<file path="config.mk">
export PLATFORM = sky130hd
export DESIGN_NAME = bcd_serial_add_ctrl_flat
export DESIGN_NICKNAME = d
export VERILOG_FILES = /design/src/rtl/bcd_serial_add_ctrl_if.sv /design/src/rtl/bcd_serial_add_ctrl.sv /design/src/flat_wrapper.sv
export SDC_FILE = /design/constraint.sdc
export NUM_CORES = 1
export LEC_CHECK = 0
export CAP_MARGIN = 30
export CELL_PAD_IN_SITES_DETAIL_PLACEMENT = 1
export CELL_PAD_IN_SITES_GLOBAL_PLACEMENT = 2
export CORE_MARGIN = 2
export CORE_UTILIZATION = 32
export CTS_CLUSTER_DIAMETER = 120
export DETAILED_ROUTE_END_ITERATION = 7
export PLACE_DENSITY_LB_ADDON = 0.1
export SLEW_MARGIN = 10
export SYNTH_ARGS = -nofsm -noshare
export SYNTH_HDL_FRONTEND = slang
export SYNTH_SLANG_ARGS = --single-unit
export TNS_END_PERCENT = 10
</file>
<file path="constraint.sdc">
create_clock -name Clock -period 4.97 [get_ports Clock]
set_clock_uncertainty 0.05 [all_clocks]
set_input_delay 0.497 -clock Clock [delete_from_list [all_inputs] [get_ports Clock]]
set_output_delay 0.497 -clock Clock [all_outputs]
set_load 0.1 [all_outputs]
</file>
<file path="src/rtl/bcd_serial_add_ctrl_if.sv">
// Bundle of the request/result signals of the serial BCD adder controller.
//   master : drives Start, A, B, Cin; observes Sum, Cout, Busy, Done, Err
//   slave  : the controller side (inputs/outputs mirrored)
// DIGITS must match the DIGITS parameter of the connected controller.
interface bcd_serial_add_ctrl_if #(
  parameter int unsigned DIGITS = 4
);
  logic                  Start;
  logic [4*DIGITS-1:0]   A;
  logic [4*DIGITS-1:0]   B;
  logic                  Cin;
  logic [4*DIGITS-1:0]   Sum;
  logic                  Cout;
  logic                  Busy;
  logic                  Done;
  logic                  Err;

  modport master (
    output Start, A, B, Cin,
    input  Sum, Cout, Busy, Done, Err
  );

  modport slave (
    input  Start, A, B, Cin,
    output Sum, Cout, Busy, Done, Err
  );
endinterface

</file>
<file path="src/rtl/bcd_serial_add_ctrl.sv">
// Sequencing controller for a multi-digit BCD adder. On Start (in idle) it captures two packed
// BCD operands and carry-in, then runs one shared single-digit add/correct step per clock,
// least-significant digit first, building the packed sum. Operands holding any digit > 9 are
// rejected with Err and no add cycles.
// Ports:
//   Clock : system clock, rising edge
//   Reset : asynchronous, active-high; clears all state
//   bus   : slave side of bcd_serial_add_ctrl_if
//           Start/A/B/Cin in; Sum/Cout/Err (registered), Busy/Done (decoded from state) out
module bcd_serial_add_ctrl #(
  parameter int unsigned DIGITS = 4
) (
  input  logic                  Clock,
  input  logic                  Reset,
  bcd_serial_add_ctrl_if.slave  bus
);

  localparam int unsigned W       = 4 * DIGITS;
  localparam int unsigned IdxW    = (DIGITS > 1) ? $clog2(DIGITS) : 1;
  localparam logic [IdxW-1:0] LastIdx = IdxW'(DIGITS - 1);

  typedef enum logic [1:0] {StIdle, StAdd, StFin} state_e;

  state_e          r_state;
  logic [W-1:0]    r_a;
  logic [W-1:0]    r_b;
  logic [W-1:0]    r_sum;
  logic            r_carry;
  logic            r_cout;
  logic            r_err;
  logic [IdxW-1:0] r_idx;

  logic            w_bad;
  logic [3:0]      w_a_dig;
  logic [3:0]      w_b_dig;
  logic [4:0]      w_t;
  logic            w_gt9;
  logic [3:0]      w_digit;
  logic [W-1:0]    w_sum_nxt;

  // Operand validity is judged on the live inputs, at the capturing edge.
  always_comb begin
    w_bad = 1'b0;
    for (int d = 0; d < int'(DIGITS); d++) begin
      if (bus.A[4*d +: 4] > 4'd9 || bus.B[4*d +: 4] > 4'd9) w_bad = 1'b1;
    end
  end

  // Select the current digit pair from the captured operands.
  always_comb begin
    w_a_dig = '0;
    w_b_dig = '0;
    for (int d = 0; d < int'(DIGITS); d++) begin
      if (r_idx == IdxW'(d)) begin
        w_a_dig = r_a[4*d +: 4];
        w_b_dig = r_b[4*d +: 4];
      end
    end
  end

  // One-digit BCD add with decimal correction: t in 0..19, t-10 == (t+6) mod 16.
  always_comb begin
    w_t     = {1'b0, w_a_dig} + {1'b0, w_b_dig} + {4'b0000, r_carry};
    w_gt9   = (w_t > 5'd9);
    w_digit = w_gt9 ? (w_t[3:0] + 4'd6) : w_t[3:0];
  end

  // Merge the corrected digit into its slot; higher digits stay 0 from the capture clear.
  always_comb begin
    w_sum_nxt = r_sum;
    for (int d = 0; d < int'(DIGITS); d++) begin
      if (r_idx == IdxW'(d)) w_sum_nxt[4*d +: 4] = w_digit;
    end
  end

  always_ff @(posedge Clock or posedge Reset) begin
    if (Reset) begin
      r_state <= StIdle;
      r_a     <= '0;
      r_b     <= '0;
      r_sum   <= '0;
      r_carry <= 1'b0;
      r_cout  <= 1'b0;
      r_err   <= 1'b0;
      r_idx   <= '0;
    end else begin
      case (r_state)
        StIdle: begin
          if (bus.Start) begin
            r_a     <= bus.A;
            r_b     <= bus.B;
            r_carry <= bus.Cin;
            r_idx   <= '0;
            r_sum   <= '0;
            r_cout  <= 1'b0;
            r_err   <= w_bad;
            r_state <= w_bad ? StFin : StAdd;
          end
        end
        StAdd: begin
          r_sum   <= w_sum_nxt;
          r_carry <= w_gt9;
          if (r_idx == LastIdx) begin
            r_cout  <= w_gt9;
            r_state <= StFin;
          end else begin
            r_idx <= r_idx + IdxW'(1);
          end
        end
        StFin: begin
          r_state <= StIdle;
        end
        default: begin
          r_state <= StIdle;
        end
      endcase
    end
  end

  assign bus.Sum  = r_sum;
  assign bus.Cout = r_cout;
  assign bus.Err  = r_err;
  assign bus.Busy = (r_state == StAdd);
  assign bus.Done = (r_state == StFin);

endmodule

</file>
<file path="src/flat_wrapper.sv">
// flat-port wrapper written by rule: the top's interface ports become plain ports
module bcd_serial_add_ctrl_flat 
#(
  parameter int unsigned DIGITS = 4
)
  (Clock, Reset, bus_Start, bus_A, bus_B, bus_Cin, bus_Sum, bus_Cout, bus_Busy, bus_Done, bus_Err);
  bcd_serial_add_ctrl_if #(.DIGITS(DIGITS)) bus_i ();
  input  logic Clock;
  input  logic Reset;
  input wire logic [$bits(bus_i.Start)-1:0] bus_Start;
  input wire logic [$bits(bus_i.A)-1:0] bus_A;
  input wire logic [$bits(bus_i.B)-1:0] bus_B;
  input wire logic [$bits(bus_i.Cin)-1:0] bus_Cin;
  output wire logic [$bits(bus_i.Sum)-1:0] bus_Sum;
  output wire logic [$bits(bus_i.Cout)-1:0] bus_Cout;
  output wire logic [$bits(bus_i.Busy)-1:0] bus_Busy;
  output wire logic [$bits(bus_i.Done)-1:0] bus_Done;
  output wire logic [$bits(bus_i.Err)-1:0] bus_Err;
  assign bus_i.Start = bus_Start;
  assign bus_i.A = bus_A;
  assign bus_i.B = bus_B;
  assign bus_i.Cin = bus_Cin;
  assign bus_Sum = bus_i.Sum;
  assign bus_Cout = bus_i.Cout;
  assign bus_Busy = bus_i.Busy;
  assign bus_Done = bus_i.Done;
  assign bus_Err = bus_i.Err;
  bcd_serial_add_ctrl #(.DIGITS(DIGITS)) u_core (.Clock(Clock), .Reset(Reset), .bus(bus_i));
endmodule
</file>
==> impl_results.html <==
<table>
<tr><th>Metric</th><th>Value</th></tr>
<tr><th colspan="2">Logic synthesis</th></tr>
<tr><td>Cell count after synthesis</td><td>267</td></tr>
<tr><td>Post-synth cell types</td><td>32</td></tr>
<tr><td>YS warnings</td><td>0</td></tr>
<tr><td>Cell area after technology mapping</td><td>2810 µm²</td></tr>
<tr><td>Count of state elements after synthesis</td><td>55</td></tr>
<tr><td>Mean instance size in the synthesized netlist</td><td>10.5 µm²</td></tr>
<tr><td>Portion of the post-synthesis area used by sequential elements</td><td>0.491</td></tr>
<tr><td>Post-Syn Nets</td><td>313</td></tr>
<tr><th colspan="2">Placed design</th></tr>
<tr><td>Worst setup slack after placement</td><td>875 ps</td></tr>
<tr><td>Placer congestion estimate</td><td>0.758</td></tr>
<tr><td>Count of buffers inserted at the top-level ports</td><td>55</td></tr>
<tr><td>Final HPWL DP</td><td>5.58 mm</td></tr>
<tr><th colspan="2">Timing</th></tr>
<tr><td>Final Cycle Share</td><td>0.820</td></tr>
<tr><td>Total Negative Setup Slacks</td><td>0 ps</td></tr>
<tr><td>Final worst-path setup slack</td><td>895 ps</td></tr>
<tr><td>Max-Slew Margin vs Limit</td><td>0.351</td></tr>
<tr><td>Total of endpoints with negative setup slack in the final report</td><td>0</td></tr>
<tr><td>Unrepaired setup endpoints after global routing</td><td>false</td></tr>
<tr><td>Max Slew Vio Count</td><td>0</td></tr>
<tr><td>Post-Route Hold Slack</td><td>437 ps</td></tr>
<tr><td>Final critical path time including I/O delays and setup</td><td>4080 ps</td></tr>
<tr><td>Max Fclk</td><td>0.245 GHz</td></tr>
<tr><td>Pin slew with the least headroom to its limit</td><td>970 ps</td></tr>
<tr><td>Final number of hold-violating endpoints</td><td>0</td></tr>
<tr><th colspan="2">Setup path</th></tr>
<tr><td>Type of element launching the critical path</td><td>flip-flop</td></tr>
<tr><td>Setup crit end kind</td><td>flip-flop</td></tr>
<tr><td>Most numerous cell on the critical path</td><td>sky130_fd_sc_hd__a21oi_1</td></tr>
<tr><td>Worst path max stage delay</td><td>530 ps</td></tr>
<tr><td>Required time at the endpoint of the critical path</td><td>5150 ps</td></tr>
<tr><td>Arr. time, crit path</td><td>4250 ps</td></tr>
<tr><td>Cell with the largest stage delay on the worst path</td><td>sky130_fd_sc_hd__ha_1</td></tr>
<tr><td>Cell Chain, Critical Path</td><td>inv_1, ha_1, nand2_1, a21oi_1, a21oi_1, nor2_1, a21oi_1, fa_1, fa_1, xor2_1, ha_1, a22oi_1, a311oi_4, mux2_2, o21ai_1</td></tr>
<tr><td>Worst Path Class, Setup</td><td>reg -&gt; reg</td></tr>
<tr><td>Maximum fanout along the worst path</td><td>20</td></tr>
<tr><th colspan="2">Run</th></tr>
<tr><td>Max-cap viol count</td><td>0</td></tr>
<tr><th colspan="2">Global routing</th></tr>
<tr><td>Global Route met2 Usage</td><td>0.261</td></tr>
<tr><td>Pin count of the biggest net entering global routing</td><td>56</td></tr>
<tr><td>M3 GR Usage</td><td>0.0338</td></tr>
<tr><td>GRT Total Usage</td><td>0.157</td></tr>
<tr><td>GR met1 Demand/Resource</td><td>0.213</td></tr>
<tr><td>Top Usage Layer GRT</td><td>met2</td></tr>
<tr><td>Antenna violations before repair</td><td>0</td></tr>
<tr><td>Vias in the first global route</td><td>2,167</td></tr>
<tr><td>First-pass GRT wire length</td><td>11.9 mm</td></tr>
<tr><td>GRT Residual Overflow</td><td>0</td></tr>
<tr><th colspan="2">Floorplanning</th></tr>
<tr><td>Initial cell density of the core</td><td>0.326</td></tr>
<tr><td>Die ar.</td><td>9530 µm²</td></tr>
<tr><td>Height of the die</td><td>97.6 µm</td></tr>
<tr><td>Floorplan row count</td><td>34</td></tr>
<tr><td>Die width</td><td>97.6 µm</td></tr>
<tr><td>Core Area</td><td>8590 µm²</td></tr>
<tr><td>Top-level I/O count</td><td>56</td></tr>
<tr><th colspan="2">Finish</th></tr>
<tr><td>Sequential Area</td><td>1380 µm²</td></tr>
<tr><td>Syn-to-layout area delta</td><td>27.7%</td></tr>
<tr><td>Area of the multi-input gates</td><td>1350 µm²</td></tr>
<tr><td># fillers</td><td>964</td></tr>
<tr><td>Ratio of cells with drive above 1 in the final layout</td><td>0.160</td></tr>
<tr><td>Number of nets at the end of the flow</td><td>364</td></tr>
<tr><td>Most frequent cells in the layout</td><td>sky130_fd_sc_hd__clkdlybuf4s50_1, sky130_fd_sc_hd__dfrtp_1, sky130_fd_sc_hd__mux2_2</td></tr>
<tr><td>Antenna cell count</td><td>0</td></tr>
<tr><th colspan="2">Power and ir drop</th></tr>
<tr><td>Largest vdd supply drop</td><td>152 µV</td></tr>
<tr><td>Final Total Pwr</td><td>0.00132 W</td></tr>
<tr><td>Leak</td><td>1.48 nW</td></tr>
<tr><td>Power per standard cell area</td><td>369 nW/µm²</td></tr>
<tr><th colspan="2">Routing</th></tr>
<tr><td>Drc violations</td><td>0</td></tr>
<tr><td>Routed length per instance</td><td>17.0 µm</td></tr>
<tr><td>Antenna Violating Nets Remaining</td><td>0</td></tr>
<tr><td>Drt via density</td><td>5.08</td></tr>
<tr><td>First-pass DRT Iterations</td><td>4</td></tr>
<tr><td>Routed via count</td><td>2,168</td></tr>
<tr><td>Final WL</td><td>7.24 mm</td></tr>
<tr><td>Iter 0 DRT Violations</td><td>41</td></tr>
<tr><th colspan="2">CTS</th></tr>
<tr><td>Clock latency reported for the late side of the worst-skew pair</td><td>300 ps</td></tr>
<tr><td>H-tree lvl count</td><td>2</td></tr>
<tr><td>Clock-pin transition on the worst setup and hold timing paths</td><td>100 ps</td></tr>
<tr><td>Post-CTS Hold Buffers</td><td>0</td></tr>
<tr><td>Resize count post-CTS</td><td>0</td></tr>
<tr><td>Buffers inserted during post-CTS setup optimization</td><td>0</td></tr>
<tr><td>Clock tree from TritonCTS</td><td>done</td></tr>
<tr><td>TritonCTS Buffers</td><td>5</td></tr>
<tr><td>Buffers from clock root to sink, at most</td><td>2</td></tr>
<tr><td>Clk root buf</td><td>sky130_fd_sc_hd__clkbuf_8</td></tr>
<tr><td>CTS sink count</td><td>55</td></tr>
<tr><th colspan="2">Min path</th></tr>
<tr><td>Hold/Removal Path Class</td><td>reg -&gt; reg</td></tr>
<tr><th colspan="2">Status</th></tr>
<tr><td>Run status</td><td>completed</td></tr>
</table>
[stage by stage]
stage           util  cells  cell area [µm²]
2_1_floorplan      -    267             2810
3_3_place_gp   0.402    418             3460
3_5_place_dp   0.405    419             3480
4_1_cts        0.417    427             3580
5_1_grt        0.417    427             3580
6_report       0.417    427             3580
[cells in the mapped netlist]
cell | n | area share
sky130_fd_sc_hd__o21ai_1 | 4 | 0.0071
sky130_fd_sc_hd__inv_1 | 9 | 0.012
sky130_fd_sc_hd__o21a_1 | 1 | 0.0027
sky130_fd_sc_hd__a311oi_4 | 1 | 0.0094
sky130_fd_sc_hd__fa_1 | 2 | 0.014
sky130_fd_sc_hd__o21ai_0 | 21 | 0.037
sky130_fd_sc_hd__nor4b_1 | 1 | 0.0031
sky130_fd_sc_hd__nand4_1 | 1 | 0.0022
sky130_fd_sc_hd__or3_4 | 1 | 0.0040
sky130_fd_sc_hd__o31ai_1 | 5 | 0.013
sky130_fd_sc_hd__and3b_1 | 1 | 0.0031
sky130_fd_sc_hd__a21o_1 | 5 | 0.013
sky130_fd_sc_hd__nand3b_1 | 8 | 0.021
sky130_fd_sc_hd__a221oi_1 | 1 | 0.0031
sky130_fd_sc_hd__xor2_1 | 1 | 0.0031
sky130_fd_sc_hd__mux2_2 | 38 | 0.15
sky130_fd_sc_hd__ha_1 | 8 | 0.036
sky130_fd_sc_hd__a22o_1 | 5 | 0.016
sky130_fd_sc_hd__dfrtp_1 | 55 | 0.49
sky130_fd_sc_hd__o22ai_1 | 1 | 0.0022
sky130_fd_sc_hd__buf_2 | 1 | 0.0018
sky130_fd_sc_hd__a21oi_1 | 22 | 0.039
sky130_fd_sc_hd__a22oi_1 | 1 | 0.0027
sky130_fd_sc_hd__nand2b_1 | 1 | 0.0022
sky130_fd_sc_hd__nor2_1 | 15 | 0.020
sky130_fd_sc_hd__xnor2_1 | 1 | 0.0031
sky130_fd_sc_hd__clkbuf_1 | 12 | 0.016
sky130_fd_sc_hd__nand3_1 | 4 | 0.0071
sky130_fd_sc_hd__nor2b_1 | 3 | 0.0067
sky130_fd_sc_hd__nand2_1 | 35 | 0.047
sky130_fd_sc_hd__a31oi_1 | 2 | 0.0045
sky130_fd_sc_hd__o22a_1 | 1 | 0.0031
[critical path, delay by kind of cell (launching register included)]
family                   cells  cell delay (ps)
buffers and inverters        1               90
AND/OR/NAND/NOR              2              230
multiplexers                 1              420
AO/OA/AOI/OAI                6              870
adder cells (fa/ha/maj)      4             1650
XOR/XNOR                     1              260
flip-flops                   1              430
[worst paths after layout]
path                              startpoint                end  slack [ps]  cells past startpoint
min                        u_core.bus.Sum[3]  u_core.bus.Sum[3]         440                      2
max reg2reg                  u_core.r_idx[1]  u_core.bus.Sum[2]         890                     15
max in group asynchronous              Reset     u_core.r_carry        3720                      3
min in group asynchronous              Reset      u_core.r_b[0]         660                      3
min reg2reg                u_core.bus.Sum[3]  u_core.bus.Sum[3]         440                      2
max                          u_core.r_idx[1]  u_core.bus.Sum[2]         890                     15
[layer usage]
layer / part of all wire / wire length, µm / vias up
li1: - / - / 1043
met1: 0.46 / 3360 / 1074
met2: 0.49 / 3530 / 47
met3: 0.042 / 302 / 4
met4: 0.0065 / 47 / 0
met5: 0 / 0 / -
[logic make-up (layout without fill, tap and decap cells)]
kind of cell               after synthesis  in the layout  synth area share
AOI/OAI and AO/OA                       70             70             0.154
and+or+nand+nor                         70             70             0.117
DFF                                     55             55             0.491
muxes                                   38             38             0.153
buffers and inverters                   22             74            0.0299
adders and majority gates               10             10            0.0500
xor gates and xnor gates                 2              2           0.00625
[report_power, final]
part	switching, W	internal, W
sequential	0.0000384	0.000501
clock	0.000140	0.000128
combinational	0.000288	0.000227
[cell type report]
type | count | share of cell area
clock buffer | 8 | 0.0279
inverter | 9 | 0.00943
multi-input combinational | 190 | 0.377
sequential | 55 | 0.384
tap | 108 | 0.0377
timing repair buffer | 57 | 0.163
[sequential cells by signal, summed over array words and instances (netlist names)]
| signal | cells |
|---|---|
| u_core.bus.Sum | 16 |
| u_core.r_a | 16 |
| u_core.r_b | 16 |
| u_core.r_idx | 2 |
| u_core.r_state | 2 |
| u_core.bus.Cout | 1 |
| u_core.bus.Err | 1 |
| u_core.r_carry | 1 |
Note: power is estimated with default switching activity, not from simulation.
